--- src/rtl/tlu_pkg.sv ---
// Shared definitions for the TLU trigger controller: handshake modes and FSM state encoding.
package tlu_pkg;

  localparam logic [1:0] TLU_MODE_NOHS   = 2'd0;
  localparam logic [1:0] TLU_MODE_SIMPLE = 2'd1;
  localparam logic [1:0] TLU_MODE_DATA   = 2'd2;
  localparam logic [1:0] TLU_MODE_RSVD   = 2'd3;

  typedef enum logic [1:0] {
    ST_IDLE  = 2'd0,
    ST_ACK   = 2'd1,
    ST_SHIFT = 2'd2,
    ST_HOLD  = 2'd3
  } tlu_state_t;

  // The reserved mode behaves exactly like the simple busy handshake.
  function automatic logic [1:0] tlu_norm_mode(input logic [1:0] mode);
    return (mode == TLU_MODE_RSVD) ? TLU_MODE_SIMPLE : mode;
  endfunction

endpackage

--- src/rtl/tlu_sync.sv ---
// Multi-flop synchroniser for the asynchronous TRIGGER line plus a registered rising-edge detector.
module tlu_sync #(
  parameter int SYNC_STAGES = 2
) (
  input  logic CLK,
  input  logic RST_SYS,
  input  logic din,
  output logic trig_s,
  output logic trig_rise
);

  logic [SYNC_STAGES-1:0] sync_q;

  // trig_s and trig_rise come from the same clock edge so the FSM sees them aligned.
  always_ff @(posedge CLK or posedge RST_SYS) begin
    if (RST_SYS) begin
      sync_q    <= '0;
      trig_s    <= 1'b0;
      trig_rise <= 1'b0;
    end else begin
      sync_q    <= {sync_q[SYNC_STAGES-2:0], din};
      trig_s    <= sync_q[SYNC_STAGES-1];
      trig_rise <= sync_q[SYNC_STAGES-1] & ~trig_s;
    end
  end

endmodule

--- src/rtl/tlu_trigger_ctrl.sv ---
// TLU handshake controller: no-handshake, busy handshake or trigger-number readout,
// producing one event word per accepted trigger on a valid/ready output.
module tlu_trigger_ctrl
  import tlu_pkg::*;
#(
  parameter int TRIG_NUM_W  = 16,
  parameter int SYNC_STAGES = 2,
  parameter int CLK_HALF    = 4,
  parameter int TIMEOUT_CYC = 1024
) (
  input  logic                  CLK,
  input  logic                  RST_SYS,
  input  logic                  ENABLE,
  input  logic [1:0]            MODE,
  input  logic                  TRIGGER,
  input  logic                  DUT_BUSY,
  output logic                  BUSY,
  output logic                  TRIGGER_CLOCK,
  output logic                  EVT_VALID,
  input  logic                  EVT_READY,
  output logic [TRIG_NUM_W-1:0] EVT_NUM,
  output logic                  EVT_SKIP,
  output logic                  EVT_TIMEOUT,
  output logic [TRIG_NUM_W-1:0] LOCAL_CNT,
  output logic [1:0]            STATE_DBG
);

  localparam int PH_W  = $clog2(2 * CLK_HALF);
  localparam int BIT_W = $clog2(TRIG_NUM_W);
  localparam int TO_W  = $clog2(TIMEOUT_CYC + 1);

  localparam logic [PH_W-1:0]  PH_LAST  = PH_W'(2 * CLK_HALF - 1);
  localparam logic [PH_W-1:0]  PH_HIGH  = PH_W'(CLK_HALF);
  localparam logic [BIT_W-1:0] BIT_LAST = BIT_W'(TRIG_NUM_W - 1);
  localparam logic [TO_W-1:0]  TO_LAST  = TO_W'(TIMEOUT_CYC - 1);

  tlu_state_t            state;
  logic [1:0]            mode_q;
  logic [PH_W-1:0]       ph_q;
  logic [BIT_W-1:0]      bit_q;
  logic [TO_W-1:0]       to_q;
  logic [TRIG_NUM_W-2:0] sr_q;
  logic [TRIG_NUM_W-1:0] last_num;
  logic                  seen_first;
  logic                  hs_done;

  logic                  trig_s;
  logic                  trig_rise;
  logic                  fire;
  logic [PH_W-1:0]       ph_next;
  logic [TRIG_NUM_W-1:0] shift_next;
  logic [TRIG_NUM_W-1:0] cnt_inc;
  logic                  skip_d;
  logic [1:0]            mode_in;

  tlu_sync #(
    .SYNC_STAGES (SYNC_STAGES)
  ) u_sync (
    .CLK       (CLK),
    .RST_SYS   (RST_SYS),
    .din       (TRIGGER),
    .trig_s    (trig_s),
    .trig_rise (trig_rise)
  );

  // Event handshake: a word transfers on any rising CLK edge with EVT_VALID && EVT_READY
  // both high; EVT_VALID never drops before that, and the word is stable while it waits.
  assign fire       = EVT_VALID & EVT_READY;
  assign ph_next    = ph_q + PH_W'(1);
  assign shift_next = {trig_s, sr_q};
  assign cnt_inc    = LOCAL_CNT + TRIG_NUM_W'(1);
  assign skip_d     = seen_first && (shift_next != (last_num + TRIG_NUM_W'(1)));
  assign mode_in    = tlu_norm_mode(MODE);
  assign STATE_DBG  = state;

  always_ff @(posedge CLK or posedge RST_SYS) begin
    if (RST_SYS) begin
      state         <= ST_IDLE;
      mode_q        <= TLU_MODE_NOHS;
      ph_q          <= '0;
      bit_q         <= '0;
      to_q          <= '0;
      sr_q          <= '0;
      last_num      <= '0;
      seen_first    <= 1'b0;
      hs_done       <= 1'b0;
      BUSY          <= 1'b0;
      TRIGGER_CLOCK <= 1'b0;
      EVT_VALID     <= 1'b0;
      EVT_NUM       <= '0;
      EVT_SKIP      <= 1'b0;
      EVT_TIMEOUT   <= 1'b0;
      LOCAL_CNT     <= '0;
    end else begin
      case (state)
        ST_IDLE: begin
          BUSY          <= 1'b0;
          TRIGGER_CLOCK <= 1'b0;
          hs_done       <= 1'b0;
          if (ENABLE && trig_rise) begin
            mode_q    <= mode_in;
            LOCAL_CNT <= cnt_inc;
            ph_q      <= '0;
            bit_q     <= '0;
            to_q      <= '0;
            case (mode_in)
              TLU_MODE_NOHS: begin
                state       <= ST_HOLD;
                EVT_VALID   <= 1'b1;
                EVT_NUM     <= cnt_inc;
                EVT_SKIP    <= 1'b0;
                EVT_TIMEOUT <= 1'b0;
              end
              TLU_MODE_DATA: begin
                state         <= ST_SHIFT;
                BUSY          <= 1'b1;
                TRIGGER_CLOCK <= 1'b1;
              end
              default: begin
                state <= ST_ACK;
                BUSY  <= 1'b1;
              end
            endcase
          end
        end

        ST_ACK: begin
          BUSY <= 1'b1;
          if (!trig_s || (to_q == TO_LAST)) begin
            state       <= ST_HOLD;
            EVT_VALID   <= 1'b1;
            EVT_NUM     <= LOCAL_CNT;
            EVT_SKIP    <= 1'b0;
            EVT_TIMEOUT <= trig_s;
          end else begin
            to_q <= to_q + TO_W'(1);
          end
        end

        // Each trigger-clock period is CLK_HALF cycles high then CLK_HALF low; the data
        // bit is taken on the last low cycle, when the TLU's answer has crossed the synchroniser.
        ST_SHIFT: begin
          BUSY <= 1'b1;
          if (ph_q == PH_LAST) begin
            ph_q <= '0;
            if (bit_q == BIT_LAST) begin
              state         <= ST_HOLD;
              TRIGGER_CLOCK <= 1'b0;
              EVT_VALID     <= 1'b1;
              EVT_NUM       <= shift_next;
              EVT_SKIP      <= skip_d;
              EVT_TIMEOUT   <= 1'b0;
              last_num      <= shift_next;
              seen_first    <= 1'b1;
            end else begin
              sr_q          <= shift_next[TRIG_NUM_W-1:1];
              bit_q         <= bit_q + BIT_W'(1);
              TRIGGER_CLOCK <= 1'b1;
            end
          end else begin
            ph_q          <= ph_next;
            TRIGGER_CLOCK <= (ph_next < PH_HIGH);
          end
        end

        ST_HOLD: begin
          BUSY <= (mode_q != TLU_MODE_NOHS);
          if (fire) begin
            EVT_VALID <= 1'b0;
            hs_done   <= 1'b1;
          end
          // BUSY deliberately stays high in the first IDLE cycle and drops one cycle later.
          if ((fire || hs_done) && !DUT_BUSY) begin
            state <= ST_IDLE;
          end
        end

        default: state <= ST_IDLE;
      endcase
    end
  end

endmodule

--- config.mk ---
export PLATFORM = sky130hd
export DESIGN_NAME = tlu_trigger_ctrl
export DESIGN_NICKNAME = d
export VERILOG_FILES = /design/src/rtl/tlu_pkg.sv /design/src/rtl/tlu_sync.sv /design/src/rtl/tlu_trigger_ctrl.sv
export SDC_FILE = /design/constraint.sdc
export NUM_CORES = 1
export LEC_CHECK = 0
export BUFFER_PORTS_ARGS = -buffer_cell sky130_fd_sc_hd__buf_4
export CELL_PAD_IN_SITES_DETAIL_PLACEMENT = 1
export CELL_PAD_IN_SITES_GLOBAL_PLACEMENT = 1
export CORE_UTILIZATION = 52
export CTS_BUF_LIST = sky130_fd_sc_hd__clkbuf_4
export DETAILED_ROUTE_END_ITERATION = 16
export GPL_TIMING_DRIVEN = 0
export PLACE_DENSITY = 0.84
export SETUP_SLACK_MARGIN = 0.2
export SYNTH_ARGS = -nofsm -noshare
export SYNTH_HDL_FRONTEND = slang
export SYNTH_SLANG_ARGS = --single-unit
--- constraint.sdc ---
create_clock -name CLK -period 5.42 [get_ports CLK]
set_input_delay 0.542 -clock CLK [delete_from_list [all_inputs] [get_ports CLK]]
set_output_delay 0.542 -clock CLK [all_outputs]
set_load 0.02 [all_outputs]
=== After elaboration in Yosys (flattened, before gate mapping) ===
Cells that the tools add are included.

* Register bits: 96
* Logic and storage cells: 123

* Reduce and logical (&&, ||, !) cells: 25
* Mux-type cells: 51
* Eq/ne operators: 18
* Bitwise gates (word level): 4
* $add $sub $neg: 5
* $lt $le $gt $ge: 1

{| class="wikitable"
|+ Operators with widths
! kind !! count
|-
| two-way mux 16 bit || 5
|-
| one-hot mux 16 bit (3 select lines) || 1
|-
| adder 16 x 1 -> 16 bit (second input constant) || 2
|-
| two-way mux 11 bit || 2
|-
| one-hot mux 11 bit (2 select lines) || 1
|-
| two-way mux 1 bit || 21
|-
| != test 16 bit || 1
|-
| != test 2 bit (second input constant) || 8
|-
| two-way mux 2 bit || 6
|-
| two-way mux 4 bit || 3
|-
| AND reduction 6 bit || 2
|-
| adder 11 x 1 -> 11 bit (second input constant) || 1
|-
| equality test 11 x 10 -> 1 bit (second input constant) || 1
|-
| one-hot mux 1 bit (3 select lines) || 3
|-
| AND reduction 3 bit || 3
|-
| equality test 2 bit (second input constant) || 4
|-
| one-hot mux 2 bit (4 select lines) || 1
|-
| one-hot mux 4 bit (2 select lines) || 1
|-
| nonzero test 2 bit || 4
|-
| two-way mux 3 bit || 2
|-
| one-hot mux 3 bit (2 select lines) || 1
|-
| AND reduction 2 bit || 3
|-
| AND reduction 5 bit || 1
|-
| adder 4 x 1 -> 4 bit (second input constant) || 1
|-
| 18 further kinds || 26
|}

=== Logic depth before layout (Yosys ltp) ===
Gate-level depths: netlist (run 1).

* Word-level depth: 6
* Mapped depth: 9

=== Cells and area by module ===
From an unflattened synthesis (run 1), not the netlist that was laid out.

* Cell total of the unflattened synthesis: 529
* Area, all modules: 5132.4 um^2

{| class="wikitable"
|+ Modules (own cells, without submodules)
! module !! area an instance (um^2) !! times used !! cells each
|-
| tlu_trigger_ctrl || 5014.8 || 1 || 523
|-
| tlu_sync || 117.6 || 1 || 6
|}

=== Worst setup path after synthesis (run 1) ===
OpenSTA, ideal clock, no wires.

* Path kind: register to register
* From: register state[0] (netlist: STATE_DBG[0])
* To: register EVT_SKIP
* Required time: 5.284 ns
* Cell stages (with the launch flop): 9
* Buffers on the path: 0
* Path slack: 2.940 ns
* Setup time: 0.136 ns
* Arrival time: 2.344 ns
* Path through: dfrtp_1 inv_1 ha_1 or3b_1 a221oi_2 o21ai_2 or4_1 nor4_2 a31oi_1

* Word-level cells in the longest chain between the ends: 3
* Elaborated cells between the ends (all ways): 11
* Classes of those cells: eq/ne: 7; mux: 1; reduce/logical: 3

{| class="wikitable"
|+ Ends and longest elaborated chain
! what !! line !! source
|-
| start, declared || tlu_trigger_ctrl.sv:37 || <nowiki>tlu_state_t state;</nowiki>
|-
| start signal, assigned || tlu_trigger_ctrl.sv:78 || <nowiki>state <= ST_IDLE;</nowiki>
|-
| start signal, assigned || tlu_trigger_ctrl.sv:108 || <nowiki>state <= ST_HOLD;</nowiki>
|-
| start signal, assigned || tlu_trigger_ctrl.sv:115 || <nowiki>state <= ST_SHIFT;</nowiki>
|-
| equality test 2 bit (tied with other cells) || tlu_trigger_ctrl.sv:95 || <nowiki>case (state)</nowiki>
|-
| != test 2 bit (no line) (tied with other cells) || - ||
|-
| AND reduction 6 bit (no line) || - ||
|-
| end signal, assigned || tlu_trigger_ctrl.sv:151 || <nowiki>EVT_SKIP <= skip_d;</nowiki>
|-
| end, declared || tlu_trigger_ctrl.sv:22 || <nowiki>output logic EVT_SKIP,</nowiki>
|}

Parallel ways exist; a longest one is shown, timed or not.
A chain may end at the register's enable or synchronous reset.

=== Final worst setup path (run 1) ===
* From: register to_q[0]
* To: register EVT_SKIP

* Word-level cells in the longest chain between the ends: 4

{| class="wikitable"
|+ Ends and longest elaborated chain
! what !! line !! source
|-
| start, declared || tlu_trigger_ctrl.sv:41 || <nowiki>logic [TO_W-1:0] to_q;</nowiki>
|-
| start signal, assigned || tlu_trigger_ctrl.sv:136 || <nowiki>to_q <= to_q + TO_W'(1);</nowiki>
|-
| equality test 11 x 10 -> 1 bit || tlu_trigger_ctrl.sv:129 || <nowiki>if (!trig_s || (to_q == TO_LAST)) begin</nowiki>
|-
| logical OR 1 bit || tlu_trigger_ctrl.sv:129 ||
|-
| != test 2 bit (no line) || - ||
|-
| AND reduction 6 bit (no line) || - ||
|}

Every way passes these cells.

==> summary.txt, run 1 <==
Status: completed
Gpl congestion: 0.844
Post-synth EDFFs: 0
DRT antenna net count: 0
Final slew viol count: 0
Setup Buffers After CTS: 0
WL final: 13.7 mm
Minimum clock period: 3.04 ns
Die width: 101 µm
Layout area overhead: 13.2%
Fill count: 1121
Post-synthesis net count: 550
Initial antenna violation count: 0
Worst Path Arrival: 3.35 ns
CTS buffer count: 9
R2R depth: 7
CTS max path bufs: 2
Leading area contributor after synthesis: dfrtp_1
R2r setup slk: 2.38 ns
Power Dens Cells: 404 nW/µm²
RSZ-0062 raised after global routing: false
Vias in the first global route: 4343
Kind of critical path: reg2reg
Asr flop ratio synth: 100%
Initial detailed-routing violation count: 165
IO buf count: 46
Area share of the largest cell type after synthesis: 47.2%
FF+latch area: 2400 µm²
Skew final: 0.0119 ns
Clock slew at reported path FFs: 0.15 ns
Critical Path End Type: register
Starting Density: 54.3%
Worst min path class: in2async
Worst-Margin Slew: 0.941 ns
Yosys cell types: 47
Rel. slew slack: 37.0%
DP Area: 5620 µm²
Share of post-route cells with drive strength above 1: 17.0%
DP Wirelength: 10.2 mm
First-pass GRT wire length: 22.7 mm
Full die area: 10200 µm²
Clock sink total: 96
Top_reg_cell synth: dfrtp_1
Core area: 9370 µm²
Crit-path max FO: 9
Skew-Pair Late Insertion Delay: 0.44 ns
Max_cap viols: 0
Vias/cell: 5.89
Vias: 4266
WP data required: 5.73 ns
Worst setup SP type: register
Diodes inserted: 0
Design Area, Final: 5760 µm²
IO Pins: 47
Final TNS setup: 0 ns
Largest net degree at the start of global routing: 55
Total track usage: 29.1%
Area contributors post-synth: dfrtp_1 47%, mux2_2 6.6%, o21ai_0 5.7%
Synth warn: 0
Final setup viols: 0
PostCTS Resize Cnt: 0
Syn Area/Cell: 9.56 µm²
TritonCTS clock tree: yes
Post-DR wirelength/cell: 18.9 µm
Seq/Total Area, Yosys: 47.2%
Synthesized area: 5090 µm²
Maximum vdd drop: 0.203 mV
Max frequency: 329 MHz
Root Driver: clkbuf_4
Fin nets: 608
Area of the multi-input gates: 2540 µm²
Gr ovfl total: 0
Drt first pass iters: 4
Static Leakage: 2.61 nW
Final period util: 56.0%
Mapped Cells: 532
Die Y: 101 µm
Count of state elements after synthesis: 96
H-tree depth: 3
# DRC: 0
Hold slack: 0.145 ns
Num rows: 35
Hold Buf Count CTS: 0
Final Hold Fails: 0
## synthesized netlist by cell type (11+ instances only)
cell type and count:
mux2_2 30, xnor2_1 31, nand2_1 77, xor2_1 15, dfrtp_1 96, inv_1 11
nand3_1 20, a22oi_1 11, nor2_1 27, a21oi_1 16, clkbuf_1 26, o21ai_0 58
nor3_1 11
## metrics by stage
| stage | util, % | power [mW] | worst slack (ns) | std cells |
|---|---|---|---|---|
| 3_5_place_dp | 60.0 | 1.94 | 2.49 | 708 |
| 6_report | 61.4 | 2.33 | 2.38 | 724 |
| 2_1_floorplan | - | 1.57 | 2.37 | 532 |
| 5_1_grt | 61.4 | 2.49 | 2.31 | 724 |
| 3_3_place_gp | 59.7 | 1.87 | 1.26 | 707 |
| 4_1_cts | 61.4 | 2.33 | 2.47 | 724 |
## metal layers
metal,share of wire (%),global-route usage (%),vias up
met2,50,49.4,89
met1,45,38.8,2172
li1,-,-,1997
met4,0.87,10.0,0
met5,0,0,-
met3,3.5,3.33,8
## worst max-delay path: stages (launching register included)
cell and delay [ns]:
dfrtp_1 0.41, ha_1 0.22, nand3_1 0.17, nor4_1 0.79
o21ai_2 0.33, or4_1 0.62, nor4_2 0.23, a31oi_1 0.14
## layout make-up
cell class,instances,area share [%]
multi-input cells,397,44.0
well taps,129,2.80
repair buffers,47,6.48
inverters,11,0.761
plain buffers,28,1.85
flip-flops and latches,96,41.7
clock inverters,6,1.04
clock buffers,10,1.30
## logic make-up (layout without fill, tap and decap cells)
family                     count (synthesis)  count (layout)  share of synthesized area, %
and+or+nand+nor                          185             185                          17.2
AOI/OAI and AO/OA                        125             125                          15.4
DFF                                       96              96                          47.2
xor gates and xnor gates                  46              46                          7.92
buffers and inverters                     39             102                          2.90
muxes                                     31              31                          6.84
adders and majority gates                 10              10                          2.46
## layout by cell type (no fill, tap or decap), drive strengths merged, types with 7 or more instances in the layout
cell / n
buf: 49
nand3: 20
nand2: 77
o21ai: 59
a21o: 7
xnor2: 31
clkbuf: 36
ha: 10
a32o: 7
dfrtp: 96
a22oi: 11
nand4: 10
nor3: 11
inv: 11
mux2: 30
nor2: 27
xor2: 15
a21oi: 16
## sequential cells by signal, indices dropped and copies added, names as in the netlist
name              cells
EVT_NUM              16
LOCAL_CNT            16
last_num             16
sr_q                 15
to_q                 11
bit_q                 4
ph_q                  3
STATE_DBG             2
mode_q                2
u_sync.sync_q         2
BUSY                  1
EVT_SKIP              1
EVT_TIMEOUT           1
EVT_VALID             1
TRIGGER_CLOCK         1
hs_done               1
seen_first            1
u_sync.trig_rise      1
u_sync.trig_s         1
## where the power goes
group          total [mW]  internal [mW]  switching [mW]
Clock               0.388          0.144           0.244
Combinational        1.02          0.338           0.686
Sequential          0.916          0.824          0.0921
## path summary, 6_finish.rpt
check                                      startpoint                    endpoint
setup / recovery                  to_q[0]$_DFFE_PP0P_        EVT_SKIP$_DFFE_PP0P_
min in group CLK                              TRIGGER  u_sync.sync_q[0]$_DFF_PP0_
max in group asynchronous                     RST_SYS    LOCAL_CNT[8]$_DFFE_PP0P_
hold / removal                                RST_SYS   LOCAL_CNT[14]$_DFFE_PP0P_
hold reg to reg            u_sync.sync_q[0]$_DFF_PP0_  u_sync.sync_q[1]$_DFF_PP0_
setup reg to reg                  to_q[0]$_DFFE_PP0P_        EVT_SKIP$_DFFE_PP0P_
No activity file was read; power rests on OpenSTA's default activity.
==> inputs of run 2 (changes only) <==
--- a/config.mk
+++ b/config.mk
@@ -8,11 +8,11 @@
 export BUFFER_PORTS_ARGS = -buffer_cell sky130_fd_sc_hd__buf_4
 export CELL_PAD_IN_SITES_DETAIL_PLACEMENT = 1
 export CELL_PAD_IN_SITES_GLOBAL_PLACEMENT = 1
-export CORE_UTILIZATION = 52
+export CORE_UTILIZATION = 43
 export CTS_BUF_LIST = sky130_fd_sc_hd__clkbuf_4
 export DETAILED_ROUTE_END_ITERATION = 16
 export GPL_TIMING_DRIVEN = 0
-export PLACE_DENSITY = 0.84
+export PLACE_DENSITY = 0.74
 export SETUP_SLACK_MARGIN = 0.2
 export SYNTH_ARGS = -nofsm -noshare
 export SYNTH_HDL_FRONTEND = slang
==> constraint.sdc (replaced) <==
create_clock -name CLK -period 2.45 [get_ports CLK]
set_input_delay 0.245 -clock CLK [delete_from_list [all_inputs] [get_ports CLK]]
set_output_delay 0.245 -clock CLK [all_outputs]
set_load 0.02 [all_outputs]
==> run 2 against run 1 <==
  * Maximum frequency rose by 31%
  * Via count about the same
  * Combinational power is 150% higher
  * Critical endpoint unchanged
  * Utilization is 7.9 points lower
  * Critical path type unchanged
  * Die area up 20%
  * Setup slack worse by 2.2 ns
  * Critical path depth up 1
  * Flip-flop and latch count stayed put
  * Register-to-register slack worse by 2.2 ns
  * Clock skew rose by 0.0086 ns
  * Routed wire length fell by 1.4%
  * First-iteration DRC count is 17% higher
==> summary.txt, run 2 (synthesized netlist as in run 1, its figures left out) <==
Clock slew at reported path FFs: 0.15 ns (about the same)
Status: completed (unchanged)
Part of the power in combinational logic: 45.5% (was 44.0%)
Die Y: 111 µm (was 101 µm)
Critical Path End Type: register (unchanged)
R2R depth: 8 (was 7)
DP Wirelength: 9.71 mm (was 10.2 mm)
IO buf count: 46 (unchanged)
Hold endpoint: hs_done$_DFFE_PP0P_
Dpl cells: 723 (was 708)
Cell Count, Final, Fillers Out: 760 (was 724)
H-tree depth: 3 (unchanged)
Final setup viols: 0 (unchanged)
Design Area, Final: 6140 µm² (was 5760 µm²)
Maximum vdd drop: 0.574 mV (was 0.203 mV)
DRT antenna net count: 0 (unchanged)
Total power: 5.57 mW (was 2.33 mW)
Sequential power share: 36.2% (was 39.4%)
Most frequent cells in the layout: 93 x dfrtp_1, 75 x nand2_1, 65 x buf_4 (was 96 x dfrtp_1, 77 x nand2_1, 58 x o21ai_0)
IO Pins: 47 (unchanged)
Largest regs: EVT_NUM x16, LOCAL_CNT x16, last_num x16 (unchanged)
Root Driver: clkbuf_4 (unchanged)
Num rows: 39 (was 35)
Core area: 11500 µm² (was 9370 µm²)
Rel. slew slack: 56.4% (was 37.0%)
Gpl congestion: 0.840 (was 0.844)
CTS max path bufs: 2 (unchanged)
Fin nets: 630 (was 608)
# DRC: 0 (unchanged)
Skew final: 0.0205 ns (was 0.0119 ns)
Fill count: 1316 (was 1121)
Initial detailed-routing violation count: 193 (was 165)
Reg-to-reg startpoint: STATE_DBG[0]$_DFFE_PP0P_ (was to_q[0]$_DFFE_PP0P_)
Place WS: -0.336 ns (was 2.49 ns)
WL final: 13.5 mm (was 13.7 mm)
CP cell instances: inv_2 -> ha_4 -> or3b_4 -> a221oi_4 -> o21ai_4 -> or4_4 -> nor4_4 -> a31oi_1 (was ha_1 -> nand3_1 -> nor4_1 -> o21ai_2 -> or4_1 -> nor4_2 -> a31oi_1)
Starting Density: 44.4% (was 54.3%)
Final Hold Fails: 0 (unchanged)
Kind of critical path: reg2reg (unchanged)
CTS buffer count: 9 (unchanged)
Initial antenna violation count: 0 (unchanged)
Most common cell after layout, fill and taps aside: dfrtp_1 (unchanged)
Clock sink total: 96 (unchanged)
Power Dens Cells: 907 nW/µm² (was 404 nW/µm²)
First-pass GRT wire length: 22.8 mm (was 22.7 mm)
Share of post-route cells with drive strength above 1: 25.1% (was 17.0%)
Max frequency: 433 MHz (was 329 MHz)
Worst Path Arrival: 2.68 ns (was 3.35 ns)
Die width: 111 µm (was 101 µm)
DP Area: 5670 µm² (was 5620 µm²)
Clock network fraction of total power: 18.2% (was 16.7%)
Final slew viol count: 0 (unchanged)
Capturing point of the worst reg2reg path: EVT_SKIP$_DFFE_PP0P_ (unchanged)
Gr ovfl total: 0 (unchanged)
Max_cap viols: 0 (unchanged)
Worst min path class: in2reg (was in2async)
R2r setup slk: 0.14 ns (was 2.38 ns)
Vias: 4265 (was 4266)
Skew-Pair Late Insertion Delay: 0.50 ns (was 0.44 ns)
RSZ-0062 raised after global routing: true (was false)
Post-DR wirelength/cell: 17.8 µm (was 18.9 µm)
Minimum clock period: 2.31 ns (was 3.04 ns)
Worst-Margin Slew: 0.654 ns (was 0.941 ns)
Worst setup SP type: register (unchanged)
TritonCTS clock tree: yes (unchanged)
Layout area overhead: 20.7% (was 13.2%)
Min-Delay Startpoint: EVT_READY
WP data required: 2.82 ns (was 5.73 ns)
Net Switching: 2.34 mW (was 1.02 mW)
Sw frac: 42.1% (was 43.9%)
Final TNS setup: 0 ns (unchanged)
Diodes inserted: 0 (unchanged)
Crit-path max FO: 5 (was 9)
Full die area: 12300 µm² (was 10200 µm²)
Cells on Worst Hold Path: 3
Total track usage: 23.3% (was 29.1%)
Drt first pass iters: 4 (unchanged)
Vias/cell: 5.61 (was 5.89)
Vias in the first global route: 4472 (was 4343)
CP max stage cell: dfrtp_2 (was nor4_1)
CP max stage delay: 0.45 ns (was 0.79 ns)
Largest net degree at the start of global routing: 42 (was 55)
Pint: 3.22 mW (was 1.31 mW)
Final period util: 94.3% (was 56.0%)
Static Leakage: 2.80 nW (was 2.61 nW)
Worst setup margin: 0.140 ns (was 2.38 ns)
==> run 2: cell type report <==
type	count	area, µm²	share of cell area [%]
Sequential cell	96	2410	39.2
Clock buffer	10	75.1	1.22
Buffer	28	124	2.02
Inverter	11	45.0	0.734
Multi-Input combinational cell	397	2670	43.4
Timing Repair Buffer	69	551	8.97
Clock inverter	6	92.6	1.51
Tap cell	143	179	2.91
==> run 2: per-stage QoR <==
step	hold WS (ns)	utilization [%]
6_report	0.0552	53.5
5_1_grt	0.0624	53.5
4_1_cts	0.0433	52.6
3_5_place_dp	0.279	49.4
2_1_floorplan	0.276	-
3_3_place_gp	0.339	49.1
==> run 2: power groups by stage <==
stage	Sequential, mW	Clock, mW	Combinational (mW)
after floorplan	2.18	0	1.32
after global placement	2.04	0	2.16
after detailed placement	2.06	0	2.25
after CTS	2.01	1.04	2.46
after global routing	2.05	1.10	2.81
final	2.02	1.01	2.53
==> run 2: worst max-delay path by stage <==
stage                      endpoint                     start  slack [ns]  cells past startpoint
2_1_floorplan  EVT_SKIP$_DFFE_PP0P_  STATE_DBG[1]$_DFFE_PP0P_        0.18                      8
3_3_place_gp    to_q[4]$_DFFE_PP0P_       to_q[0]$_DFFE_PP0P_       -0.27                      8
3_5_place_dp    to_q[4]$_DFFE_PP0P_       to_q[0]$_DFFE_PP0P_       -0.34                      8
4_1_cts        EVT_SKIP$_DFFE_PP0P_  STATE_DBG[0]$_DFFE_PP0P_        0.08                      8
5_1_grt        EVT_SKIP$_DFFE_PP0P_       ph_q[0]$_DFFE_PP0P_        0.04                      8
6_report       EVT_SKIP$_DFFE_PP0P_  STATE_DBG[0]$_DFFE_PP0P_        0.14                      8
==> run 2: worst max-delay path: cells and delay by family, from the launching register on <==
| family | cells | cell delay, ns |
|---|---|---|
| buffers and inverters | 1 | 0.08 |
| AOI/OAI and AO/OA | 3 | 0.55 |
| adders and majority gates | 1 | 0.13 |
| and+or+nand+nor | 3 | 0.97 |
| DFF | 1 | 0.45 |
==> run 2: per-layer routing <==
metal | wire (µm) | track usage, % | part of all wire, %
met1 | 6380 | 31.5 | 47
met2 | 6400 | 36.8 | 47
met3 | 453 | 4.54 | 3.4
met4 | 283 | 9.16 | 2.1
met5 | 0 | 0 | 0
==> run 2: timing repair <==
action,in CTS,in global routing
setup buffers,9,9
pin swaps,5,8
endpoints found under the hold margin,17,0
hold buffers,3,0
endpoints found under the setup margin,52,51
resized for setup,24,25
